--- src/rtl/mp3_pkg.sv ---
`default_nettype none
// +----------------------------------------------------------------------------+
// | Package     : mp3_pkg                                                       |
// | Description : Shared MPEG-1 Layer III side-information constants and types |
// | Revision    : 1.0  initial release                                         |
// +----------------------------------------------------------------------------+
package mp3_pkg;

   localparam logic [1:0] MODE_MONO          = 2'b11;

   // Side-info byte counts (Layer III, MPEG-1)
   localparam logic [5:0] SI_BYTES_MONO      = 6'd17;
   localparam logic [5:0] SI_BYTES_STEREO    = 6'd32;

   // One granule/channel record in the bitstream
   localparam int         GC_BITS            = 59;

   // Per-frame header field widths
   localparam int         MDB_BITS           = 9;
   localparam int         PRIV_BITS_MONO     = 5;
   localparam int         PRIV_BITS_STEREO   = 3;
   localparam int         SCFSI_BITS_PER_CH  = 4;
   localparam logic [8:0] HDR_BITS_MONO      = 9'(MDB_BITS + PRIV_BITS_MONO + SCFSI_BITS_PER_CH);
   localparam logic [8:0] HDR_BITS_STEREO    = 9'(MDB_BITS + PRIV_BITS_STEREO + 2 * SCFSI_BITS_PER_CH);

   typedef struct packed {
      logic [11:0]      part2_3_length;
      logic [8:0]       big_values;
      logic [7:0]       global_gain;
      logic [3:0]       scalefac_compress;
      logic             window_switching_flag;
      logic [1:0]       block_type;
      logic             mixed_block_flag;
      logic [2:0][4:0]  table_select;
      logic [2:0][2:0]  subblock_gain;
      logic [3:0]       region0_count;
      logic [2:0]       region1_count;
      logic             preflag;
      logic             scalefac_scale;
      logic             count1table_select;
   } gc_rec_t;

   typedef enum logic {
      S_IDLE  = 1'b0,
      S_FRAME = 1'b1
   } si_state_t;

endpackage
`default_nettype wire

--- src/rtl/side_info_gc_unpack.sv ---
`default_nettype none
// +----------------------------------------------------------------------------+
// | Module      : side_info_gc_unpack                                           |
// | Description : Combinational split of one 59-bit granule/channel record     |
// |               (bit 58 = first bitstream bit) into gc_rec_t                 |
// | Revision    : 1.0  initial release                                         |
// +----------------------------------------------------------------------------+
module side_info_gc_unpack
   import mp3_pkg::*;
(
   input  logic [GC_BITS-1:0] i_bits,
   output gc_rec_t            o_rec
);

   logic w_wsf;
   assign w_wsf = i_bits[25];

   // Fixed fields first, then the 22-bit body whose meaning depends on window switching
   always_comb begin
      o_rec                       = '0;
      o_rec.part2_3_length        = i_bits[58:47];
      o_rec.big_values            = i_bits[46:38];
      o_rec.global_gain           = i_bits[37:30];
      o_rec.scalefac_compress     = i_bits[29:26];
      o_rec.window_switching_flag = w_wsf;
      o_rec.preflag               = i_bits[2];
      o_rec.scalefac_scale        = i_bits[1];
      o_rec.count1table_select    = i_bits[0];
      if (w_wsf) begin
         o_rec.block_type       = i_bits[24:23];
         o_rec.mixed_block_flag = i_bits[22];
         o_rec.table_select[0]  = i_bits[21:17];
         o_rec.table_select[1]  = i_bits[16:12];
         o_rec.table_select[2]  = 5'd0;
         o_rec.subblock_gain[0] = i_bits[11:9];
         o_rec.subblock_gain[1] = i_bits[8:6];
         o_rec.subblock_gain[2] = i_bits[5:3];
         // Region counts are implicit here; pure short blocks use 8, everything else 7
         o_rec.region0_count    = (i_bits[24:23] == 2'b10 && !i_bits[22]) ? 4'd8 : 4'd7;
         o_rec.region1_count    = 3'd0;
      end else begin
         o_rec.table_select[0]  = i_bits[24:20];
         o_rec.table_select[1]  = i_bits[19:15];
         o_rec.table_select[2]  = i_bits[14:10];
         o_rec.region0_count    = i_bits[9:6];
         o_rec.region1_count    = i_bits[5:3];
      end
   end

endmodule
`default_nettype wire

--- src/rtl/side_info_parser.sv ---
`default_nettype none
// +----------------------------------------------------------------------------+
// | Module      : side_info_parser                                              |
// | Description : Byte-serial MPEG-1 Layer III side-info parser; emits frame   |
// |               header fields and one record per granule/channel pair        |
// | Revision    : 1.0  initial release                                         |
// +----------------------------------------------------------------------------+
module side_info_parser
   import mp3_pkg::*;
(
   input  logic        clk,
   input  logic        rst,
   input  logic        start,
   input  logic [1:0]  mode,
   input  logic [7:0]  axiid,
   input  logic        axiiv,
   output logic [8:0]  main_data_begin,
   output logic [4:0]  private_bits,
   output logic [7:0]  scfsi,
   output logic        frame_ov,
   output logic        gc_ov,
   output logic        gc_gr,
   output logic        gc_ch,
   output gc_rec_t     gc_rec,
   output logic        done_ov
);

   si_state_t          r_state;
   logic               r_mono;
   logic [5:0]         r_byte_cnt;
   logic [5:0]         r_last_byte;
   logic [8:0]         r_next_end;    // bit position just past the next field to finish
   logic               r_hdr_done;
   logic [1:0]         r_rec_idx;
   logic [63:0]        r_sr;          // bits retained from earlier bytes

   logic               w_accept;
   logic [71:0]        w_sr_next;     // alignment window: retained bits plus the incoming byte
   logic [5:0]         w_byte_inc;
   logic [8:0]         w_bits_total;
   logic               w_field_done;
   logic [2:0]         w_slack;
   logic [GC_BITS-1:0] w_slice;
   logic               w_last_rec;
   gc_rec_t            w_rec;

   assign w_accept     = (r_state == S_FRAME) && axiiv && !start;
   assign w_sr_next    = {r_sr, axiid};
   assign w_byte_inc   = r_byte_cnt + 6'd1;
   assign w_bits_total = {w_byte_inc, 3'b000};
   assign w_field_done = w_accept && (w_bits_total >= r_next_end);
   // Totals are byte multiples, so only the low bits of the field end set the alignment
   assign w_slack      = 3'd0 - r_next_end[2:0];
   assign w_slice      = GC_BITS'(w_sr_next >> w_slack);
   assign w_last_rec   = (r_rec_idx == (r_mono ? 2'd1 : 2'd3));

   side_info_gc_unpack u_gc_unpack (
      .i_bits (w_slice),
      .o_rec  (w_rec)
   );

   // Frame FSM, bit tracking and registered outputs; at most one field completes per byte
   always_ff @(posedge clk) begin
      if (rst) begin
         r_state         <= S_IDLE;
         r_mono          <= 1'b0;
         r_byte_cnt      <= '0;
         r_last_byte     <= '0;
         r_next_end      <= '0;
         r_hdr_done      <= 1'b0;
         r_rec_idx       <= '0;
         r_sr            <= '0;
         main_data_begin <= '0;
         private_bits    <= '0;
         scfsi           <= '0;
         frame_ov        <= 1'b0;
         gc_ov           <= 1'b0;
         gc_gr           <= 1'b0;
         gc_ch           <= 1'b0;
         gc_rec          <= '0;
         done_ov         <= 1'b0;
      end else begin
         frame_ov <= 1'b0;
         gc_ov    <= 1'b0;
         done_ov  <= 1'b0;
         if (start) begin
            r_state     <= S_FRAME;
            r_mono      <= (mode == MODE_MONO);
            r_byte_cnt  <= '0;
            r_last_byte <= (mode == MODE_MONO) ? SI_BYTES_MONO - 6'd1 : SI_BYTES_STEREO - 6'd1;
            r_next_end  <= (mode == MODE_MONO) ? HDR_BITS_MONO : HDR_BITS_STEREO;
            r_hdr_done  <= 1'b0;
            r_rec_idx   <= '0;
            r_sr        <= '0;
         end else if (w_accept) begin
            r_sr       <= w_sr_next[63:0];
            r_byte_cnt <= w_byte_inc;
            if (w_field_done) begin
               r_next_end <= r_next_end + 9'(GC_BITS);
               if (!r_hdr_done) begin
                  r_hdr_done <= 1'b1;
                  frame_ov   <= 1'b1;
                  if (r_mono) begin
                     main_data_begin <= w_slice[17:9];
                     private_bits    <= w_slice[8:4];
                     scfsi           <= {w_slice[3:0], 4'b0000};
                  end else begin
                     main_data_begin <= w_slice[19:11];
                     private_bits    <= {2'b00, w_slice[10:8]};
                     scfsi           <= w_slice[7:0];
                  end
               end else begin
                  gc_ov     <= 1'b1;
                  gc_rec    <= w_rec;
                  gc_gr     <= r_mono ? r_rec_idx[0] : r_rec_idx[1];
                  gc_ch     <= r_mono ? 1'b0 : r_rec_idx[0];
                  r_rec_idx <= r_rec_idx + 2'd1;
                  done_ov   <= w_last_rec;
               end
            end
            if (r_byte_cnt == r_last_byte) begin
               r_state <= S_IDLE;
            end
         end
      end
   end

endmodule
`default_nettype wire

--- config.mk ---
export PLATFORM = sky130hd
export DESIGN_NAME = side_info_parser
export DESIGN_NICKNAME = d
export VERILOG_FILES = /design/src/rtl/mp3_pkg.sv /design/src/rtl/side_info_gc_unpack.sv /design/src/rtl/side_info_parser.sv
export SDC_FILE = /design/constraint.sdc
export NUM_CORES = 1
export LEC_CHECK = 0
export ABC_AREA = 1
export CAP_MARGIN = 10
export CORE_MARGIN = 2
export CORE_UTILIZATION = 40
export DETAILED_ROUTE_END_ITERATION = 8
export GPL_ROUTABILITY_DRIVEN = 0
export GPL_TIMING_DRIVEN = 1
export SYNTH_ARGS = -nofsm -noshare
export SYNTH_HDL_FRONTEND = slang
export SYNTH_HIERARCHICAL = 1
export SYNTH_SLANG_ARGS = --single-unit
export TNS_END_PERCENT = 50
--- constraint.sdc ---
create_clock -name clk -period 2.8 [get_ports clk]
set_input_delay 0.56 -clock clk [delete_from_list [all_inputs] [get_ports clk]]
set_output_delay 0.56 -clock clk [all_outputs]
set_load 0.02 [all_outputs]
; ---- Word level (Yosys, flattened, before mapping)
; Index checks and enable logic that the tools add are counted.
[word_totals]
regBits = 188
in_bits = 14
output_inout_bits = 98
word_cells = 87
[classes]
n_addsub = 4
magnitude_cmp = 1
eq_ne = 4
shifts = 1
n_mux = 21
bitwise_logic = 4
n_reduce_logical = 18
[ops]
columns = op, n
row1 = right shift 72 x 3 -> 59 bit, 1
row2 = 2-to-1 mux 9 bit, 5
row3 = 2-to-1 mux 15 bit, 1
row4 = adder 9 x 6 -> 9 bit (second input constant), 1
row5 = greater-or-equal comparator 9 bit, 1
row6 = 2-to-1 mux 4 bit, 2
row7 = 2-to-1 mux 8 bit, 1
row8 = AND reduction 4 bit, 2
row9 = 2-to-1 mux 1 bit, 7
row10 = 2-to-1 mux 7 bit, 1
row11 = adder 6 x 1 -> 6 bit (second input constant), 1
row12 = equality test 6 bit, 1
row13 = 2-to-1 mux 3 bit, 2
row14 = AND reduction 2 bit, 3
row15 = nonzero test 2 bit, 3
row16 = 2-to-1 mux 5 bit, 1
row17 = OR reduction 5 bit, 1
row18 = equality test 2 bit (second input constant), 2
row19 = logical AND 1 bit, 4
row20 = inverter 1 bit, 4
row21 = OR reduction 4 bit, 1
row22 = AND reduction 3 bit, 1
row23 = subtractor 1 x 3 -> 3 bit (first input constant), 1
row24 = adder 2 x 1 -> 2 bit (second input constant), 1
row25 = 4 further kinds, 5

; ---- Depth between registers and ports, before layout
[depth]
word_depth = 6
depth_mapped = 20

; ---- Hierarchy
; Netlist, hierarchy kept.
[modules_own_cells]
columns = module, instances, cells_each, area_each_um2, seq_area_each_um2
row1 = side_info_parser, 1, 1324, 9206.3, 3563.4
row2 = side_info_gc_unpack, 1, 120, 643.1, 0.0

; ---- Worst setup path before layout
; No wires, ideal clock.
[synth_timing]
kind = register to register
startpoint = register r_next_end[0]
endpoint = register gc_rec[28] in the netlist's numbering
setup_ps = 70
arrival_ps = 2673
setup_slack_ps = 57
path_stages_with_launch = 19
path_buffers = 8
cell_sequence = dfxtp_1 -> buf_2 -> inv_1 -> buf_6 -> buf_4 -> ha_1 -> buf_2 -> inv_2 -> buf_4 -> buf_2 -> nand2_1 -> o21ai_0 -> o21ai_0 -> buf_6 -> inv_4 -> buf_6 -> o21ai_2 -> nand4_1 -> a21oi_1
[synth_rtl]
columns = item, line
row1 = from (decl), side_info_parser.sv:32  ; logic [8:0] r_next_end;
row2 = from (signal assigned), side_info_parser.sv:91  ; r_next_end <= (mode == MODE_MONO) ? HDR_BITS_MONO : HDR_BITS_STEREO;
row3 = from (signal assigned), side_info_parser.sv:99  ; r_next_end <= r_next_end + 9'(GC_BITS);
row4 = to (signal assigned), side_info_parser.sv:114  ; gc_rec <= w_rec;
row5 = to (decl), side_info_parser.sv:24  ; output gc_rec_t gc_rec,

; ---- Final worst setup path
[layout_timing]
startpoint = register r_byte_cnt[0]
endpoint = register scfsi[0]
[layout_between]
elab_chain_cells = 4
[layout_rtl]
columns = item, line
row1 = from (decl), side_info_parser.sv:30  ; logic [5:0] r_byte_cnt;
row2 = from (signal assigned), side_info_parser.sv:97  ; r_byte_cnt <= w_byte_inc;
row3 = adder 6 x 1 -> 6 bit, side_info_parser.sv:49  ; assign w_byte_inc = r_byte_cnt + 6'd1;
row4 = net w_byte_inc[5], side_info_parser.sv:39  ; logic [5:0] w_byte_inc;
row5 = greater-or-equal comparator 9 bit, side_info_parser.sv:51  ; assign w_field_done = w_accept && (w_bits_total >= r_next_end);
row6 = logical AND 1 bit, side_info_parser.sv:51
row7 = AND reduction 4 bit (no line), n/a
row8 = to (signal assigned), side_info_parser.sv:106  ; scfsi <= {w_slice[3:0], 4'b0000};
row9 = to (signal assigned), side_info_parser.sv:110  ; scfsi <= w_slice[7:0];
row10 = to (decl), side_info_parser.sv:19  ; output logic [7:0] scfsi,
; The timed path passes the listed nets, and every way through them passes these cells.
; A chain may end at the register's enable or synchronous reset.

==> metrics.yaml <==
status: "finished clean"
hold_path.class: "reg2reg"
cp_max_fo: 29
num_rows: 57
critPathLaunch: "r_byte_cnt[0]"
swShare_pct: 31.5
syn-cell-area_sq_um: 9850
cts.clk_slew.worst_paths_ns: 0.07
cp-endpoint: "scfsi[0]"
die_w_um: 161
met2_length_um: 11700
yosysTopAreaCell: "dfxtp_1"
drt_pass1_iterations: 5
wire_per_inst_um: 15.5
synth_cell_type_count: 31
port_buffers: 111
leakagePower_nw: 4.52
syn_area_per_cell_sq_um: 6.82
hold_viol: 0
slew_headroom_pct: 44.1
fmax_ghz: 0.396
wl_met1_um: 14100
cpPeakStageDelay_ns: 0.35
combPwrFrac_pct: 19.4
cp_top_family: "simple AND/OR/NAND/NOR gates"
drt_iter0_drc: 933
p_sw_w: 0.00189
syn_to_final_growth_pct: 15.5
cts_tree: "done"
maxCapViolCount: 0
initial_core_util_pct: 40.6
ctsHtreeMaxLevel: 4
required_ns: 3.15
crit_path_start_kind: "register"
grt_pass1_vias: 8308
cts-root-buf: "clkbuf_16"
yosys_warnings: 6
cp_slowest_cell: "dfxtp_1"
coreArea_sq_um: 24200
rr_endpoint: "scfsi[0]"
period_needed_ns: 2.52
hold_buffers: 0
clk_latency_ns: 0.44
synth_top_area_share_pct: 36.2
track_usage_pct: 20.9
setup-tns-final_ns: 0
drt.antenna.violating_nets: 0
fillCellCount: 2498
layout.nets: 1473
die-area_sq_um: 25900
whs_ns: 0.460
slew_violations: 0
dr.max_layer_used: "met4"
num_io_pins: 112
ir_drop_mv: 0.319
endpoint_kind: "register"
reg2reg_slack_ns: 0.28
syn-num-nets: 1466
wl_met3_um: 1590
r2r_start: "r_byte_cnt[0]"
cp_num_cells: 13
post-route-util_pct: 46.9
grt_overflow_total: 0
worst_pin_slew_ns: 0.838
final-setup-viol-count: 0
worst_r2r_path_depth: 13
rsz0062_at_grt: "no"
synth_cells: 1444
die_h_um: 161
yosysSeqAreaShare_pct: 36.2
seqPwrFrac_pct: 43.4
cts_inserted_buffers: 17
critPathKind: "reg2reg"
clkPwrFrac_pct: 37.3
crit_arrival_ns: 2.87
dp_hpwl_um: 19500
vias: 9453
path_cells: "nand2_1 > inv_1 > nand4_1 > xor2_1 > inv_1 > ha_1 > nand2_1 > nor2_1 > nand3_1 > nand3_2 > buf_12 > nand4_1 > o21ai_0"
p_int_w: 0.00412
crit_buf_inv: 3
grt_pass1_wl_um: 43900
cts_setup_buffers: 0
ys_ff_latch: 178
antenna_found_initial: 1
grt_max_degree: 106
via_per_inst: 5.29
drive_gt1_share_pct: 5.19
numClockSinks: 178
cts_resized: 0
synth_area_leaders: "dfxtp_1 36%, nand2_1 13%, o21ai_0 7.6%"
insertedDiodeCount: 0
cts_buffer_depth: 2
power.density_nw_per_um2: 529
finalCritPeriodShare_pct: 90.1
skew_ns: 0.0110
drc_errors: 0
routed_wirelength_um: 27700
==> routing by layer <==
metal  vias to the layer above  global-route usage [%]
li1                       4783                       -
met1                      4357                    32.4
met2                       291                    30.2
met3                        22                    3.31
met4                         0                    4.91
met5                         -                       0
==> placed cells by master (no fill, tap or decap), drive strengths merged, types with 18 or more instances in the layout <==
cell / synthesis / final
nand2: 352 / 352
nand4: 79 / 79
mux2i: 42 / 42
clkbuf: 36 / 18
a21oi: 148 / 148
buf: 116 / 30
inv: 121 / 126
nor2: 65 / 65
nand3: 119 / 119
clkdlybuf4s50: 0 / 110
o21ai: 155 / 155
dfxtp: 178 / 178
==> cell families after synthesis <==
logic type / synth area share (%)
muxes: 4.27
DFF: 36.2
xor gates and xnor gates: 0.267
AOI/OAI and AO/OA: 16.9
buffers and inverters: 14.1
and+or+nand+nor: 27.2
adders and majority gates: 1.02
==> how the worst min path moves through the flow <==
stage               slack [ns]    startpoint      endpoint  depth (start not counted)
global route              0.48    gc_rec[20]    gc_rec[20]                          2
finish                    0.46    gc_rec[46]    gc_rec[46]                          2
detailed placement        0.45    gc_rec[13]    gc_rec[13]                          2
global placement          0.45    gc_rec[29]    gc_rec[29]                          2
CTS                       0.46    gc_rec[68]    gc_rec[68]                          2
floorplan                 0.43  r_rec_idx[0]  r_rec_idx[0]                          2
==> stage by stage <==
step | worst slack [ns] | instance area, sq um | total power [W] | cells
2_1_floorplan | 0.0569 | 9850 | 0.00359 | 1444
3_3_place_gp | 0.409 | 10800 | 0.00382 | 1756
3_5_place_dp | 0.287 | 10800 | 0.00382 | 1756
4_1_cts | 0.259 | 11400 | 0.00605 | 1787
5_1_grt | 0.0768 | 11400 | 0.00630 | 1787
6_report | 0.277 | 11400 | 0.00602 | 1787
==> Yosys cell counts, drive strengths merged <==
library cell and n:
a21oi 148, nand4 79, a21o 1, buf 116, clkbuf 36, nor2 65
o211ai 10, ha 8, xor2 3, clkinv 1, nand3 119, a211oi 3
nor4 1, inv 121, o22ai 4, dfxtp 178, nand2 352, o21ai 155
mux2i 42, o21bai 2
==> final cells by class <==
| type | count | area (sq um) | share of cell area [%] |
|---|---|---|---|
| Multi-Input combinational cell | 992 | 4910 | 43.2 |
| Sequential cell | 178 | 3570 | 31.4 |
| Timing Repair Buffer | 140 | 1490 | 13.1 |
| Inverter | 122 | 460 | 4.05 |
| Clock buffer | 18 | 439 | 3.86 |
| Tap cell | 324 | 405 | 3.56 |
| Clock inverter | 13 | 103 | 0.902 |
==> worst min-delay path, stage by stage, from the launching register on <==
cell,delay (ns)
dfxtp_1,0.31
nand2_1,0.06
a21oi_1,0.05
==> sequential cells by signal, summed over array words and instances (netlist names), 5 cells and up <==
register	flops
gc_rec	71
main_data_begin	9
private_bits	5
r_byte_cnt	6
r_next_end	9
r_sr	58
scfsi	8
==> power by group through the flow <==
stage | sequential (W) | clock, W | combinational [W]
6_report | 0.00261 | 0.00224 | 0.00116
2_1_floorplan | 0.00267 | 0 | 0.000923
3_3_place_gp | 0.00267 | 0 | 0.00115
3_5_place_dp | 0.00267 | 0 | 0.00116
5_1_grt | 0.00261 | 0.00240 | 0.00129
4_1_cts | 0.00261 | 0.00228 | 0.00116
(Power assumes the default switching activity.)
==> RTL change 1, RTL diff (config.mk and constraints unchanged) <==
Change the package constant `GC_BITS` from 59 to 67.
--- a/src/rtl/mp3_pkg.sv
+++ b/src/rtl/mp3_pkg.sv
@@ -15,3 +15,3 @@
    // One granule/channel record in the bitstream
-   localparam int         GC_BITS            = 59;
+   localparam int         GC_BITS            = 67;
 
Behaviour: same outputs for any inputs over 4 cycles, from zero or initial values and one cycle with rst high; that may be too few to reach the edited logic, so the function may still have changed.
==> RTL change 1 against the unedited design <==
  * Maximum frequency down 0.89%
  * Cell count up 1.6%
  * Worst setup slack worse by 0.023 ns
  * Core utilization up 0.60 points
  * Power up 3.6%
  * Clock skew up 0.0029 ns
  * Wire length up 4.7%
  * Design area up 1.9%
  * Synthesized area up 1.0%
  * Sequential cell count unchanged
  * Largest cell class unchanged
==> RTL change 1: results (changes against the unedited design) <==
Iter 0 DRT Violations = 839 (-10%)
dpl cells = 1782 (+1.5%)
Worst path slowest cell = mux2i_1
Skew-Pair Late Insertion Delay = 0.44 ns (about the same)
routed wl met3 = 1.690 mm (+6.5%)
initial antenna violation count = 0 (-1)
CTS clk-pin slew, worst paths = 0.07 ns (about the same)
clock buffer depth = 2 (unchanged)
Post-DP Area = 10920 um^2 (+0.84%)
post-cts resize count = 0 (unchanged)
top flop regs = gc_rec: 71 flops, r_sr: 58 flops
crit path max fanout = 26 (-10%)
ANT cells = 0 (unchanged)
clock skew = 0.01391 ns (+0.002881 ns)
Synth Warn # = 6 (unchanged)
largest net degree at the start of global routing = 79 (-25%)
met1 wire length = 14.81 mm (+5.3%)
WL final = 28.97 mm (+4.7%)
CP top delay family = buffers and inverters
Max-slew headroom = 52.86% (+8.7 points)
P_leak = 4.744 nW (+5.1%)
share of cells above drive strength 1 = 5.563% (+0.37 points)
Buffers on Ports = 111 (unchanged)
syn_nets = 1493 (+1.8%)
CP peak stage delay = 0.42 ns (+0.07 ns)
Syn Area/Cell = 6.765 um^2 (-0.83%)
vias in the first global route = 8332 (+0.29%)
Worst VDD drop = 0.2877 mV (-9.9%)
FILL cells = 2504 (+0.24%)
CTS buffer count = 17 (unchanged)
DR WL met2 = 12.14 mm (+3.7%)
Post-CTS Repair Setup Buffers = 0 (unchanged)
GRT Resource Usage Total = 21.24% (+0.31 points)
FF/Latch Area = 3566 um^2 (unchanged)
CTS Root Cell = clkbuf_16
via count = 9671 (+2.3%)
global-route wire length before repair = 44.88 mm (+2.3%)
Hold Path Class = reg2reg
WP data arrival = 2.86 ns (about the same)
DR vias/cell = 5.325 (+0.67%)
Post-DP HPWL = 19.75 mm (+1.2%)
pre-CTS setup slack = 0.2266 ns (-0.06090 ns)
CTS H-tree lvls = 4 (unchanged)
status = complete, no violations
[RTL change 1: layer usage]
layer / vias up / global-route usage [%]
met5: - / 0
met4: 0 / 5.229
met3: 31 / 3.218
met2: 320 / 29.82
met1: 4471 / 33.56
li1: 4849 / -
[RTL change 1: path summary, 6_finish.rpt]
check	startpoint	end	slack, ns	cells after the start
max	r_next_end[0]	gc_rec[6]	0.25	13
min	gc_rec[11]	gc_rec[11]	0.46	2
min reg2reg	gc_rec[11]	gc_rec[11]	0.46	2
max reg2reg	r_next_end[0]	gc_rec[6]	0.25	13
[RTL change 1: where the power goes]
part / total [mW] / internal [mW] / switching, mW
Sequential: 2.60 / 2.57 / 0.0303
Clock: 2.42 / 1.32 / 1.10
Combinational: 1.21 / 0.381 / 0.828
Total: 6.23 / 4.28 / 1.96
[RTL change 1: layout make-up]
| class | instances | area share [%] |
|---|---|---|
| repair buffers | 143 | 12.68 |
| well taps | 324 | 3.499 |
| flip-flops and latches | 178 | 30.77 |
| inverters | 128 | 4.168 |
| clock inverters | 14 | 1.339 |
| clock buffers | 17 | 3.671 |
| multi-input cells | 1012 | 43.87 |
[RTL change 1: worst reg2reg max path, cell delays in order, from the launching register on]
cell and delay, ns:
dfxtp_2 0.33, inv_2 0.06, ha_1 0.21, inv_1 0.06, nand2_1 0.12, nand2_2 0.11
inv_1 0.22, buf_4 0.37, mux2i_1 0.42, nand2_1 0.14, nand2_1 0.12, nand3_1 0.10
nand4_1 0.11, a21oi_1 0.07
==> RTL change 2, RTL diff (same flow settings) <==
Without the edit above. Add an input register stage for `start`, `mode`, `axiid` and `axiiv`; this delays them by one clock.
--- a/src/rtl/side_info_parser.sv
+++ b/src/rtl/side_info_parser.sv
@@ -27,2 +27,14 @@
 
+   logic start_q;
+   logic [1:0] mode_q;
+   logic [7:0] axiid_q;
+   logic axiiv_q;
+
+   always_ff @(posedge clk) begin
+      start_q <= start;
+      mode_q  <= mode;
+      axiid_q <= axiid;
+      axiiv_q <= axiiv;
+   end
+
    si_state_t          r_state;
@@ -46,4 +58,4 @@
 
-   assign w_accept     = (r_state == S_FRAME) && axiiv && !start;
-   assign w_sr_next    = {r_sr, axiid};
+   assign w_accept     = (r_state == S_FRAME) && axiiv_q && !start_q;
+   assign w_sr_next    = {r_sr, axiid_q};
    assign w_byte_inc   = r_byte_cnt + 6'd1;
@@ -85,8 +97,8 @@
          done_ov  <= 1'b0;
-         if (start) begin
+         if (start_q) begin
             r_state     <= S_FRAME;
-            r_mono      <= (mode == MODE_MONO);
+            r_mono      <= (mode_q == MODE_MONO);
             r_byte_cnt  <= '0;
-            r_last_byte <= (mode == MODE_MONO) ? SI_BYTES_MONO - 6'd1 : SI_BYTES_STEREO - 6'd1;
-            r_next_end  <= (mode == MODE_MONO) ? HDR_BITS_MONO : HDR_BITS_STEREO;
+            r_last_byte <= (mode_q == MODE_MONO) ? SI_BYTES_MONO - 6'd1 : SI_BYTES_STEREO - 6'd1;
+            r_next_end  <= (mode_q == MODE_MONO) ? HDR_BITS_MONO : HDR_BITS_STEREO;
             r_hdr_done  <= 1'b0;
Formal check against the unedited RTL: same outputs for any inputs over 4 cycles, from zero or initial values and one cycle with rst high; that may be too few to reach the edited logic, so the function may still have changed.
==> RTL change 2 against the unedited design <==
  * Clock power is 6% higher
  * Global-route usage fell by 0.41 points
  * Die area down 0.97%
  * Worst setup slack better by 0.017 ns
  * Synthesized cell count shrank 1.5%
  * Sequential cell count rose by 12
  * Design area is essentially flat
  * Wire length fell by 5.6%
  * Synthesized area shrank 0.99%
  * Power is 0.48% lower
  * Clock skew hardly changed
  * Critical path type unchanged
  * Highest routed layer unchanged
==> RTL change 2: results (changes against the unedited design) <==
CTS Root Cell = clkbuf_16
GRT Resource Usage Total = 20.52% (-0.41 points)
drt first pass iters = 5 (unchanged)
post-cts resize count = 0 (unchanged)
global-route wire length before repair = 42.93 mm (-2.2%)
top flop regs = gc_rec: 71 flops, r_sr: 58 flops
WP data arrival = 2.87 ns (about the same)
vias in the first global route = 8251 (-0.69%)
Synth Warn # = 6 (unchanged)
Hold Crit Start = gc_rec[44]
Iter 0 DRT Violations = 760 (-19%)
share of cells above drive strength 1 = 5.072% (-0.12 points)
Post-Synth Adder-Cell Area = 1.026% (+0.010 points)
FILL cells = 2502 (+0.16%)
initial antenna violation count = 0 (-1)
Max-slew headroom = 55.64% (+12 points)
Skew-Pair Late Insertion Delay = 0.44 ns (about the same)
Post-CTS Repair Setup Buffers = 0 (unchanged)
Worst path slowest cell = dfxtp_1
R2R Path Start = r_byte_cnt[1]
clock skew = 0.01123 ns (+0.0002036 ns)
CTS clk-pin slew, worst paths = 0.07 ns (about the same)
Worst VDD drop = 0.3377 mV (+5.8%)
via count = 9092 (-3.8%)
Hold Path Class = reg2reg
synth cell count leaders = 452 x nand2_1, 190 x dfxtp_1, 168 x a21oi_1
CTS buffer count = 17 (unchanged)
ANT cells = 0 (unchanged)
Post-synth ARST share = 0% (unchanged)
register area share after synthesis = 39.00% (+2.8 points)
Layout Nets = 1468 (-0.34%)
Buffers on Ports = 111 (unchanged)
WL final = 26.10 mm (-5.6%)
clock buffer depth = 2 (unchanged)
status = complete, no violations
CP top delay family = simple AND/OR/NAND/NOR gates
largest net degree at the start of global routing = 104 (-1.9%)
top_reg_cell synth = dfxtp_1
Compound-Gate Fraction of Synth Area = 17.33% (+0.39 points)
library cells used by synthesis = 36 (+16%)
synth top area cells = dfxtp_1 39%, nand2_1 17%, a21oi_1 8.6%
Int Pwr = 4.234 mW (+2.7%)
syn_nets = 1445 (-1.4%)
Critical Setup Path Class = reg2reg
mux cell area share after synthesis = 4.927% (+0.66 points)
CP peak stage delay = 0.38 ns (+0.03 ns)
post-synthesis xor/xnor area fraction = 0.5389% (+0.27 points)
P_leak = 4.488 nW (-0.59%)
Post-DP HPWL = 18.27 mm (-6.4%)
crit path max fanout = 15 (-48%)
CTS H-tree lvls = 4 (unchanged)
==> RTL change 2: cell types whose count changed in the layout (fill, tap and decap cells not counted), sizes merged, moves of 4 or more <==
cell / unedited run / this run
a21oi: 148 / 169
buf: 30 / 26
dfxtp: 178 / 190
inv: 126 / 111
mux2i: 42 / 48
nand2: 352 / 452
nand3: 119 / 95
nand4: 79 / 5
nor2: 65 / 46
o211ai: 10 / 6
o21ai: 155 / 145
==> RTL change 2: worst min-delay path, stage by stage, from the launching register on <==
cell and delay, ns:
dfxtp_1 0.31, nand2_1 0.06, a21oi_1 0.05
==> RTL change 2: area by class of cell <==
type | count | area [um^2] | share of cell area (%)
multi-input cells | 995 | 4787 | 42.12
flip-flops and latches | 190 | 3805 | 33.48
repair buffers | 136 | 1389 | 12.22
clock buffers | 19 | 452.9 | 3.985
inverters | 106 | 407.9 | 3.589
well taps | 324 | 405.4 | 3.567
clock inverters | 13 | 118.9 | 1.046
==> RTL change 2: kinds of logic (layout without fill, tap and decap cells) <==
group                      Yosys count  in the layout
DFF                                190            190
muxes                               48             48
and+or+nand+nor                    604            604
xor gates and xnor gates             6              6
adders and majority gates            8              8
buffers and inverters              238            274
AOI/OAI and AO/OA                  329            329
==> RTL change 2: power groups by stage <==
stage,clock (mW),combinational (mW),sequential (mW)
floorplan,0,0.673,2.83
global placement,0,0.818,2.84
detailed placement,0,0.821,2.84
CTS,2.43,0.824,2.78
global route,2.54,0.931,2.78
finish,2.38,0.832,2.78
==> RTL change 2: layer usage <==
layer / GRT usage, % / routed length, um
met5: 0 / 0
met4: 5.037 / 245
met3: 2.935 / 1316
met2: 30.87 / 11500
met1: 30.80 / 13040
==> RTL change 2: per-stage QoR <==
stage          std cells  hold WS (ns)  cell area (um^2)  power [mW]  worst slack [ns]
2_1_floorplan       1423        0.4391              9752       3.506           0.03009
3_3_place_gp        1751        0.4536             10780       3.658            0.2197
3_5_place_dp        1751        0.4559             10780       3.662            0.1768
4_1_cts             1783        0.4673             11350       6.035            0.1494
5_1_grt             1783        0.4809             11370       6.250          -0.01447
6_report            1783        0.4634             11370       5.988            0.2941
==> RTL change 2: final timing paths <==
path / slack (ns) / to / cells past startpoint
setup / recovery: 0.29 / gc_rec[9] / 17
hold / removal: 0.46 / gc_rec[44] / 2
setup reg to reg: 0.29 / gc_rec[9] / 17
hold reg to reg: 0.46 / gc_rec[44] / 2
